[src/rtl/adder_arb.sv]
// adder_arb: round-robin arbiter and sequencer that shares one 8-bit
// prefix adder (the adder5 datapath) among NREQ requesters.
// One operand pair is in flight at a time. The result and the requester
// ID come back on a single valid/ready response channel.
//
// Ports:
//   wb_clk_i   clock
//   wb_rst_i   asynchronous active-high reset
//   req_valid  per-requester request valid (NREQ)
//   req_a      packed operand A, requester i at [8i+7:8i]
//   req_b      packed operand B, same packing
//   req_ready  one-hot grant/accept strobe (combinational, IDLE only)
//   rsp_valid  response valid
//   rsp_ready  response accepted by the consumer
//   rsp_sum    (A+B) mod 256
//   rsp_id     index of the requester that issued the operation
//   rsp_carry  carry-out of the addition (only with ADDER_ARB_CARRY_EN)
//   busy       high whenever the FSM is not in IDLE
//
// Build option: define ADDER_ARB_CARRY_EN to add the rsp_carry port.
//
// state | meaning
// ------+----------------------------------------------------------
// IDLE  | arbitrate; on a winner latch its operands and ID
// EXEC  | operands drive the adder; capture sum and ID on the edge
// RESP  | hold the response until rsp_ready, then return to IDLE

module adder_arb #(
  parameter int NREQ = 4,
  parameter int IDW  = 2
) (
  input  logic              wb_clk_i,
  input  logic              wb_rst_i,
  input  logic [NREQ-1:0]   req_valid,
  input  logic [8*NREQ-1:0] req_a,
  input  logic [8*NREQ-1:0] req_b,
  output logic [NREQ-1:0]   req_ready,
  output logic              rsp_valid,
  input  logic              rsp_ready,
  output logic [7:0]        rsp_sum,
  output logic [IDW-1:0]    rsp_id,
`ifdef ADDER_ARB_CARRY_EN
  output logic              rsp_carry,
`endif
  output logic              busy
);

  localparam logic [1:0] S_IDLE = 2'd0;
  localparam logic [1:0] S_EXEC = 2'd1;
  localparam logic [1:0] S_RESP = 2'd2;

  logic [1:0]      state_q, state_d;
  logic [7:0]      op_a_q, op_a_d;
  logic [7:0]      op_b_q, op_b_d;
  logic [IDW-1:0]  cur_id_q, cur_id_d;
  logic [IDW-1:0]  last_gnt_q, last_gnt_d;
  logic            rsp_valid_q, rsp_valid_d;
  logic [7:0]      rsp_sum_q, rsp_sum_d;
  logic [IDW-1:0]  rsp_id_q, rsp_id_d;
`ifdef ADDER_ARB_CARRY_EN
  logic            rsp_carry_q, rsp_carry_d;
`endif

  logic            gnt_found;
  logic [IDW-1:0]  gnt_id;
  logic [NREQ-1:0] req_ready_c;

  // adder5 datapath: 8-bit Kogge-Stone prefix adder, no carry-in.
  // Only the carries into bits 1..7 are built; the carry-out, when
  // wanted, is recovered by the (sum < a) compare instead.
  logic [7:0] adder5_a_in, adder5_b_in, adder5_sum;
  logic [7:0] p0;
  logic [6:0] g0, g1, g2, g3, p1, p2;

  assign adder5_a_in = op_a_q;
  assign adder5_b_in = op_b_q;

  always_comb begin
    p0 = adder5_a_in ^ adder5_b_in;
    g0 = adder5_a_in[6:0] & adder5_b_in[6:0];
    g1 = g0 | (p0[6:0] & {g0[5:0], 1'b0});
    p1 = p0[6:0] & {p0[5:0], 1'b1};
    g2 = g1 | (p1 & {g1[4:0], 2'b00});
    p2 = p1 & {p1[4:0], 2'b11};
    g3 = g2 | (p2 & {g2[2:0], 4'b0000});
    adder5_sum = p0 ^ {g3, 1'b0};
  end

  // Round-robin scan starting one past the last grant.
  always_comb begin
    gnt_found = 1'b0;
    gnt_id    = '0;
    for (int k = 1; k <= NREQ; k++) begin
      logic [IDW-1:0] idx;
      idx = IDW'((int'(last_gnt_q) + k) % NREQ);
      if (!gnt_found && req_valid[idx]) begin
        gnt_found = 1'b1;
        gnt_id    = idx;
      end
    end
  end

  always_comb begin
    state_d     = state_q;
    op_a_d      = op_a_q;
    op_b_d      = op_b_q;
    cur_id_d    = cur_id_q;
    last_gnt_d  = last_gnt_q;
    rsp_valid_d = rsp_valid_q;
    rsp_sum_d   = rsp_sum_q;
    rsp_id_d    = rsp_id_q;
`ifdef ADDER_ARB_CARRY_EN
    rsp_carry_d = rsp_carry_q;
`endif
    req_ready_c = '0;
    case (state_q)
      S_IDLE: begin
        if (gnt_found) begin
          req_ready_c[gnt_id] = 1'b1;
          op_a_d     = req_a[8*gnt_id +: 8];
          op_b_d     = req_b[8*gnt_id +: 8];
          cur_id_d   = gnt_id;
          last_gnt_d = gnt_id;
          state_d    = S_EXEC;
        end
      end
      S_EXEC: begin
        rsp_sum_d   = adder5_sum;
        rsp_id_d    = cur_id_q;
        rsp_valid_d = 1'b1;
`ifdef ADDER_ARB_CARRY_EN
        rsp_carry_d = (adder5_sum < op_a_q);
`endif
        state_d     = S_RESP;
      end
      S_RESP: begin
        if (rsp_ready) begin
          rsp_valid_d = 1'b0;
          state_d     = S_IDLE;
        end
      end
      default: state_d = S_IDLE;
    endcase
  end

  always_ff @(posedge wb_clk_i or posedge wb_rst_i) begin
    if (wb_rst_i) begin
      state_q     <= S_IDLE;
      op_a_q      <= '0;
      op_b_q      <= '0;
      cur_id_q    <= '0;
      last_gnt_q  <= IDW'(NREQ - 1);
      rsp_valid_q <= 1'b0;
      rsp_sum_q   <= '0;
      rsp_id_q    <= '0;
`ifdef ADDER_ARB_CARRY_EN
      rsp_carry_q <= 1'b0;
`endif
    end else begin
      state_q     <= state_d;
      op_a_q      <= op_a_d;
      op_b_q      <= op_b_d;
      cur_id_q    <= cur_id_d;
      last_gnt_q  <= last_gnt_d;
      rsp_valid_q <= rsp_valid_d;
      rsp_sum_q   <= rsp_sum_d;
      rsp_id_q    <= rsp_id_d;
`ifdef ADDER_ARB_CARRY_EN
      rsp_carry_q <= rsp_carry_d;
`endif
    end
  end

  // The grant is combinational from req_valid, so it is masked while reset
  // is held to keep every output at zero during reset.
  assign req_ready = wb_rst_i ? '0 : req_ready_c;
  assign rsp_valid = rsp_valid_q;
  assign rsp_sum   = rsp_sum_q;
  assign rsp_id    = rsp_id_q;
`ifdef ADDER_ARB_CARRY_EN
  assign rsp_carry = rsp_carry_q;
`endif
  assign busy      = (state_q != S_IDLE);

endmodule

[config.mk]
export PLATFORM = sky130hd
export DESIGN_NAME = adder_arb
export DESIGN_NICKNAME = d
export VERILOG_FILES = /design/src/rtl/adder_arb.sv
export SDC_FILE = /design/constraint.sdc
export NUM_CORES = 1
export LEC_CHECK = 0
export ABC_CLOCK_PERIOD_IN_PS = 6000
export CAP_MARGIN = 25
export CELL_PAD_IN_SITES_DETAIL_PLACEMENT = 0
export CELL_PAD_IN_SITES_GLOBAL_PLACEMENT = 1
export CORE_MARGIN = 8
export CORE_UTILIZATION = 35
export CTS_BUF_LIST = sky130_fd_sc_hd__clkbuf_8
export DETAILED_ROUTE_END_ITERATION = 7
export PLACE_DENSITY_LB_ADDON = 0.2
export SLEW_MARGIN = 15
export SYNTH_ARGS = -nofsm -noshare
export SYNTH_HDL_FRONTEND = slang
export SYNTH_SLANG_ARGS = --single-unit
[constraint.sdc]
create_clock -name wb_clk_i -period 6 [get_ports wb_clk_i]
set_input_delay 1.5 -clock wb_clk_i [delete_from_list [all_inputs] [get_ports wb_clk_i]]
set_output_delay 1.5 -clock wb_clk_i [all_outputs]
set_load 0.01 [all_outputs]
Word-level counts from Yosys, hierarchy flattened
Cells that the tools add are included.
- div/mod/pow operators: 0
- $lt $le $gt $ge: 6
- $add $sub $neg: 4
- reductions and logical operators: 13
- multiplexer cells: 26
- shift-type cells: 2
- equal/unequal tests: 4
- bitwise gates (word level): 11
- multiply operators: 0
- operators with widths (operator ; count):
    $shiftx A32 B6 Y8 ; 2
    $and A7 B7 Y7 ; 6
    $or A7 B7 Y7 ; 3
    $xor A8 B8 Y8 ; 2
    $lt A2 B3 Y1 const B ; 5
    $mux W2 ; 6
    $mux W4 ; 3
    $mux W1 ; 10
    $bmux W1 S2 ; 4
    $pmux W2 S3 ; 1
    $reduce_and A2 Y1 ; 3
    $add A2 B1 Y2 const B ; 2
    $add A2 B2 Y2 const B ; 2
    $logic_and A1 B1 Y1 ; 4
    $ne A2 B2 Y1 const B ; 2
    $reduce_bool A2 Y1 ; 2
    $logic_not A1 Y1 ; 3
    $demux W1 S2 ; 1
    $eq A2 B1 Y1 const B ; 1
    $eq A2 B2 Y1 const B ; 1
    $ge A2 B1 Y1 const B ; 1
    $logic_not A2 Y1 ; 1
    $pmux W1 S2 ; 1
- input bits: 71
- bits in latches: 0
- RAM bits: 0
- output and inout bits: 16
- register bits: 33
- memories kept: 0
- bits in read-only memories: 0

Depth between registers and ports, before layout
Gate-level depths: netlist of the first run.
- depth after elaboration: 20
- mapped depth: 8
- gate-level depth less buffers: 8

Least setup slack after synthesis of the first run
Ideal clock, no wire load.
- path type: input to output
- from: in req_valid[3]
- to: out req_ready[1]
- slack: 1.792 ns
- arrival: 2.708 ns
- cell stages on the path: 6
- cells stage by stage: buf_4 nor2_1 a21o_1 a22o_1 clkbuf_1 and3_1
- cells in the longest elaborated chain, start to end: 19
- ends and longest elaborated chain (what ; line ; RTL):
    start, declared ; 34 ; input logic [NREQ-1:0] req_valid,
    $bmux W1 S2 ; 96 ; if (!gnt_found && req_valid[idx]) begin
    $mux W1 (not written as such) ; 96 ;
    $mux W1 ; 96 ;
    $logic_not A1 Y1 ; 96 ;
    $logic_and A1 B1 Y1 ; 96 ;
    $mux W1 ; 96 ;
    $logic_not A1 Y1 ; 96 ;
    $logic_and A1 B1 Y1 ; 96 ;
    [3 not listed] ; - ;
    $mux W2 ; 96 ;
    $lt A2 B3 Y1 (not written as such) or $ge A2 B1 Y1 (tied branches) ; 119 ; req_ready_c[gnt_id] = 1'b1;
    $logic_and A1 B1 Y1 (not written as such) ; 119 ;
    $mux W1 (not written as such) ; 119 ;
    $demux W1 S2 ; 119 ;
    $mux W4 (*) ; 118 ; if (gnt_found) begin
    $mux W4 (*) ; 116 ; case (state_q)
    $mux W4 (*) ; 176 ; assign req_ready = wb_rst_i ? '0 : req_ready_c;
    end, declared ; 37 ; output logic [NREQ-1:0] req_ready,
Every way passes the cells marked *; elsewhere a longest branch is shown, timed or not. The select of a mux whose other input is x is not followed.

Worst setup path after layout of the first run
- from: in req_valid[3]
- to: out req_ready[2]
The elaborated chain is that of the path after synthesis.

==> results of run 1 <==
-- registers in the layout (all words and copies together) (netlist names) --
register / flops
adder5_a_in: 8
adder5_b_in: 8
cur_id_q: 2
last_gnt_q: 2
rsp_id: 2
rsp_sum: 8
rsp_valid: 1
state_q: 2
-- metal layers --
layer	track usage [%]	vias to the layer above	share of wire, %
li1	-	1128	-
met1	17.4	975	45
met2	22.2	57	48
met3	4.27	2	7.2
met4	3.20	0	0.62
met5	0	-	0
-- through the flow --
stage,util [%],instance area [sq um]
5_1_grt,51.8,3270
2_1_floorplan,-,2280
3_3_place_gp,50.2,3170
3_5_place_dp,50.2,3170
6_report,51.8,3270
4_1_cts,51.8,3270
-- worst max-delay path: cells and delay by family --
kind	cells	cell delay (ns)
buffers and inverters	2	1.20
AO/OA/AOI/OAI	1	0.58
AND/OR/NAND/NOR	2	0.44
-- synthesized netlist by cell type, drive strengths merged (2+ instances only) --
library cell,number
nand2,35
dfrtp,31
nor2,22
o21ai,15
inv,13
a22oi,12
a31oi,12
nand4,12
o21a,12
a21oi,10
clkbuf,10
buf,8
ha,7
nand2b,7
o221ai,5
nand4b,4
o22a,4
a21o,3
nor2b,3
a21boi,2
a22o,2
and3,2
dfstp,2
nand3,2
nand3b,2
nor3,2
nor3b,2
o211a,2
or3,2
xnor2,2
-- path summary, 6_finish.rpt --
path	end	slack, ns	cells past startpoint	start
hold / removal	rsp_id[0]	0.47	2	rsp_id[0]
setup reg to reg	adder5_b_in[2]	3.19	5	last_gnt_q[1]
setup / recovery	req_ready[2]	0.78	5	req_valid[3]
hold reg to reg	rsp_id[0]	0.47	2	rsp_id[0]
max in group asynchronous	last_gnt_q[1]	3.90	3	wb_rst_i
min in group asynchronous	adder5_a_in[1]	1.77	3	wb_rst_i
-- layout make-up --
cell class	instances	area, sq um
Clock buffer	7	96.3
Clock inverter	1	5.00
Fill cell	624	3050
Inverter	13	48.8
Multi-Input combinational cell	202	1300
Sequential cell	33	828
Tap cell	77	96.3
Timing Repair Buffer	90	891
-- logic make-up after synthesis --
group | Yosys count | synth area share, %
buf+inv | 31 | 6.85
simple gates | 103 | 23.1
xor+xnor | 3 | 1.15
compound gates | 87 | 27.5
flops | 33 | 36.3
fa+ha+maj | 8 | 4.71
mux | 1 | 0.438
-- power breakdown --
group	internal, mW	switching [mW]
logic	0.436	0.483
registers	0.347	0.0857
clock network	0.104	0.0753
==> metrics.txt, run 1 <==
Die Wd 96.8 um; post-synth cell types 54; final setup margin 0.783 ns; Routed Antenna Nets 0; core area 6310 sq um; boundary pin count 87; cts repair resizes 0; WP data required 4.50 ns; CTS Buf Count 5; Seq cells post-synth 33; drt total wl 6450 um; Hold Path Class flip-flop to flip-flop; first-pass GRT wire length 11000 um; clock root buffer master clkbuf_8; worst slew pin tran 0.791 ns; Most used DFF post-synth dfrtp_1; CTS tree yes; vias 2162; final setup vio count 0; synth warn 0; sequential-to-total area share from yosys stat 36.3%; Slew HR 47.3%; Max Slew Vio Count 0; Async S/R FF share, synth 100%; vias in the first global route 2217; Syn Area/Cell 8.58 sq um; Die H 96.8 um; final cell count without fillers 423; Max clock buf depth 2; pre-CTS setup slack 0.744 ns; Area contributors post-synth dfrtp_1, nand2_1, a22oi_1, o21a_1, ha_1; clock sink count 33; Initial Util 36.2%; status completed; period utilization 87.0%; largest stage delay on the critical path 0.63 ns; Worst Path Max Fanout 17; initial antenna violation count 0; top-area cell type share of the netlist area 34.0%; LEAKAGE 1.34 nW; worst-skew pair later-pin latency 0.27 ns; Final Power 1.53 mW; Hold Slack 0.473 ns; number of diodes 0; cts hold-fix bufs 0; commonest non-fill, non-tap cell in the layout clkdlybuf4s50_1; total global routing overflow 0; CP Launch Type primary input; most used cell, CP clkdlybuf4s50_1; P per Cell Area 468 nW/um^2; cell taking the most area after synthesis dfrtp_1; GR Util All Layers 13.7%; die footprint 9360 sq um; most frequent cells in the layout clkdlybuf4s50_1, nand2_1, dfrtp_1; Initial DRC Count 67; nature of the critical path endpoint output pin; Fin Clk Skew 0.00783 ns; clock slew at reported path FFs 0.06 ns; final hold viol count 0; number of H-tree levels 2; CP arrival 3.72 ns; # rows 29; Gate Count Post-Synth 266; synthesis-to-layout area growth 43.1%; # Post-CTS Setup Buffers 0; VDD IR max 0.000275 V; largest net degree at the start of global routing 38; CP Class primary input to output pin; Max Cap Viol 0; Tmin final 5.22 ns; TNS Setup 0 ns; post-synthesis instance area 2280 sq um; RSZ-0062 raised after global routing no; layout cell share with drive strength beyond 1 5.78%; Port Buffers 86; CP cell instances clkdlybuf4s50_1 > nor2_1 > a21oi_2 > nor3b_1 > clkdlybuf4s50_1; Post-synth EDFFs 0; residual DRC count 0; Vias/cell 5.11; TritonRoute pass-1 iters 4; DP Cell Count 415; dpl hpwl 5250 um; routed len/inst 15.2 um; final net count 424; Net Count, Synth 345; f_max 0.192 GHz; GP Congestion 0.780; Crit-path slowest cell clkdlybuf4s50_1
No activity file was read; power rests on OpenSTA's default activity.
==> run 2: changes to the inputs <==
ABC_CLOCK_PERIOD_IN_PS = 5750   (was 6000)
CORE_UTILIZATION = 33   (was 35)
GPL_ROUTABILITY_DRIVEN = 1   (was default)
clock period = 5.75 ns   (was 6 ns; I/O delays follow)
==> metrics.txt, run 2 (synthesis gave the netlist of run 1 again) <==
P per Cell Area 485 nW/um^2; Port Buffers 86; core area 6760 sq um; initial antenna violation count 0; total global routing overflow 0; pre-CTS setup slack 0.745 ns; die footprint 9840 sq um; Initial DRC Count 98; CTS Buf Count 5; Fin Clk Skew 0.00800 ns; most frequent cells in the layout clkdlybuf4s50_1, nand2_1, dfrtp_1; number of diodes 0; status completed; Max Slew Vio Count 0; GR peak layer met2; largest net degree at the start of global routing 38; Initial Util 33.8%; TritonRoute pass-1 iters 4; # rows 30; CTS tree yes; # Post-CTS Setup Buffers 0; layout cell share with drive strength beyond 1 5.76%; TNS Setup 0 ns; first-pass GRT wire length 11200 um; commonest non-fill, non-tap cell in the layout clkdlybuf4s50_1; WP data required 4.31 ns; period utilization 86.9%; nature of the critical path endpoint output pin; CP Class primary input to output pin; Worst Path Max Fanout 13; Slew HR 48.5%; final cell count without fillers 427; LEAKAGE 1.34 nW; synthesis-to-layout area growth 42.9%; f_max 0.200 GHz; worst slew pin tran 0.773 ns; GR met3 Demand/Resource 4.68%; worst-skew pair later-pin latency 0.28 ns; drt total wl 6610 um; met1 Use GR 16.8%; vias in the first global route 2329; Max clock buf depth 2; residual DRC count 0; VDD IR max 0.000188 V; cts hold-fix bufs 0; Tmin final 5.00 ns; routed len/inst 15.5 um; Max Cap Viol 0; CP arrival 3.56 ns; clock sink count 33; RSZ-0062 raised after global routing no; number of H-tree levels 2; final hold viol count 0; Vias/cell 5.28; Die H 99.2 um; cts repair resizes 0; Hold Path Class flip-flop to flip-flop; Routed Antenna Nets 0; GR Util All Layers 13.9%; CP Launch Type primary input; final setup vio count 0; final net count 426; Die Wd 99.2 um; clock slew at reported path FFs 0.06 ns; final setup margin 0.755 ns; boundary pin count 87; DP Cell Count 420; GR Layer Usage met2 22.8%; GP Congestion 0.788; dpl hpwl 5250 um; clock root buffer master clkbuf_8; vias 2253
==> run 2: power by group <==
part           total [mW]  internal, mW  switching [mW]  leakage, nW
combinational       0.972         0.463           0.508        0.910
sequential          0.452         0.362          0.0899        0.383
clock               0.160        0.0803          0.0792       0.0452
==> run 2: worst paths after layout <==
kind / cells after the start / slack (ns) / start / endpoint
setup / recovery: 7 / 0.75 / req_valid[3] / req_ready[1]
hold / removal: 2 / 0.47 / rsp_id[0] / rsp_id[0]
setup reg to reg: 5 / 2.90 / last_gnt_q[1] / adder5_b_in[0]
hold reg to reg: 2 / 0.47 / rsp_id[0] / rsp_id[0]
max in group asynchronous: 3 / 3.72 / wb_rst_i / last_gnt_q[1]
min in group asynchronous: 3 / 1.70 / wb_rst_i / adder5_a_in[3]
==> run 2: worst max-delay path, stage by stage <==
cell	delay [ns]
clkdlybuf4s50_1	0.55
nor2_1	0.39
a21o_1	0.13
a22o_1	0.14
buf_4	0.19
and3_1	0.17
clkdlybuf4s50_1	0.54
==> run 2: per-layer routing <==
metal	up-vias	wire length, um
met4	0	80
li1	1143	-
met5	-	0
met1	1043	2970
met2	62	3100
met3	5	469
==> run 2: layout make-up <==
| class | count | area [sq um] |
|---|---|---|
| Fill cell | 686 | 3490 |
| Multi-Input combinational cell | 202 | 1300 |
| Timing Repair Buffer | 92 | 906 |
| Sequential cell | 33 | 828 |
| Tap cell | 80 | 100 |
| Clock buffer | 5 | 68.8 |
| Inverter | 13 | 48.8 |
| Clock inverter | 2 | 8.76 |
==> run 2: through the flow <==
step	util [%]	hold WS [ns]	instance area [sq um]	total power, mW
4_1_cts	48.3	0.479	3260	1.60
2_1_floorplan	-	0.439	2280	1.14
3_3_place_gp	47.1	0.460	3190	1.43
6_report	48.3	0.472	3260	1.58
3_5_place_dp	47.1	0.462	3190	1.43
5_1_grt	48.3	0.489	3260	1.75
==> run 3: changes to the inputs <==
ABC_CLOCK_PERIOD_IN_PS = 6400   (was 5750)
CORE_ASPECT_RATIO = 0.75   (was default)
CORE_UTILIZATION = 35   (was 33)
clock period = 6.4 ns   (was 5.75 ns; I/O delays follow)
==> metrics.txt, run 3 (synthesis gave the netlist of run 1 again) <==
Worst Path Max Fanout 13; Vias/cell 5.21; residual DRC count 0; cts hold-fix bufs 0; most used cell, CP clkdlybuf4s50_1; final net count 428; P per Cell Area 435 nW/um^2; CP Launch Type primary input; Port Buffers 86; first-pass GRT wire length 11100 um; Slew HR 45.7%; final setup vio count 0; Die H 86.0 um; Routed Antenna Nets 0; Crit-path slowest cell clkdlybuf4s50_1; WP data required 4.80 ns; largest stage delay on the critical path 0.57 ns; CTS Buf Count 5; worst slew pin tran 0.814 ns; f_max 0.188 GHz; RSZ-0062 raised after global routing no; worst-skew pair later-pin latency 0.28 ns; Max Cap Viol 0; core area 6320 sq um; final hold viol count 0; commonest non-fill, non-tap cell in the layout clkdlybuf4s50_1; routed len/inst 15.6 um; number of H-tree levels 2; period utilization 83.3%; die footprint 9390 sq um; Fin Clk Skew 0.00268 ns; vias in the first global route 2249; status completed; LEAKAGE 1.35 nW; Hold Path Class flip-flop to flip-flop; clock slew at reported path FFs 0.06 ns; drt total wl 6710 um; VDD IR max 0.000130 V; synthesis-to-layout area growth 43.7%; CP Class primary input to output pin; initial antenna violation count 0; most frequent cells in the layout clkdlybuf4s50_1, nand2_1, dfrtp_1; Initial DRC Count 78; dpl hpwl 5380 um; Die Wd 109 um; # rows 25; clock sink count 33; total global routing overflow 0; Max clock buf depth 2; DP Area 3200 sq um; cts repair resizes 0; Tmin final 5.33 ns; boundary pin count 87; CP arrival 3.73 ns; TritonRoute pass-1 iters 4; CP cell instances clkdlybuf4s50_1 > nor2_1 > a21o_1 > a22o_1 > buf_4 > and3_1 > clkdlybuf4s50_1; Initial Util 36.1%; critical path's top delay family buffers and inverters; vias 2244; # Post-CTS Setup Buffers 0; CTS tree yes; Max Slew Vio Count 0; layout cell share with drive strength beyond 1 6.00%; largest net degree at the start of global routing 34; TNS Setup 0 ns; GR Util All Layers 14.8%; Design Area, Final 3280 sq um; number of diodes 0; fillers 595; nature of the critical path endpoint output pin; worst path bufs/invs 3; clock root buffer master clkbuf_8; GP Congestion 0.792
## run 3: layer usage
metal | vias up | routed length, um | global-route usage (%)
met3 | 7 | 708 | 6.22
met4 | 0 | 67 | 4.28
met2 | 84 | 2640 | 20.0
met5 | - | 0 | 0
met1 | 1009 | 3290 | 20.5
li1 | 1144 | - | -
## run 3: metrics by stage
step	total power [mW]	utilization, %	std cells	setup slack, ns	hold WS, ns
4_1_cts	1.44	51.9	431	1.09	0.474
2_1_floorplan	1.02	-	266	1.99	0.439
3_5_place_dp	1.29	50.7	423	1.09	0.461
5_1_grt	1.58	51.9	431	0.948	0.510
3_3_place_gp	1.29	50.7	423	1.12	0.460
6_report	1.43	51.9	431	1.07	0.473
## run 3: layout make-up
type | instances | area (sq um) | share of cell area, %
Clock buffer | 5 | 68.8 | 2.10
Clock inverter | 3 | 11.3 | 0.343
Inverter | 13 | 48.8 | 1.49
Multi-Input combinational cell | 202 | 1300 | 39.7
Sequential cell | 33 | 828 | 25.2
Tap cell | 81 | 101 | 3.09
Timing Repair Buffer | 94 | 921 | 28.1
## run 3: power by group
group / total [mW] / internal [mW] / switching (mW)
Combinational: 0.878 / 0.421 / 0.457
Sequential: 0.409 / 0.325 / 0.0832
Clock: 0.142 / 0.0723 / 0.0698
## run 3: path summary, 6_finish.rpt
| kind | from | end | slack [ns] | depth (start not counted) |
|---|---|---|---|---|
| worst min register to register | cur_id_q[0] | rsp_id[0] | 0.47 | 2 |
| worst max-delay path | req_valid[3] | req_ready[1] | 1.07 | 7 |
| worst max register to register | last_gnt_q[1] | adder5_b_in[5] | 3.84 | 6 |
| worst min-delay path | cur_id_q[0] | rsp_id[0] | 0.47 | 2 |
| max in group asynchronous | wb_rst_i | last_gnt_q[1] | 4.19 | 3 |
| min in group asynchronous | wb_rst_i | adder5_a_in[2] | 1.88 | 3 |
## run 3: worst reg2reg max path: stages, from the launching register on
cell       delay (ns)
dfstp_2          0.67
mux2i_1          0.25
a2bb2oi_2        0.14
buf_4            0.22
and2_1           0.69
o21ai_1          0.25
o22a_1           0.22
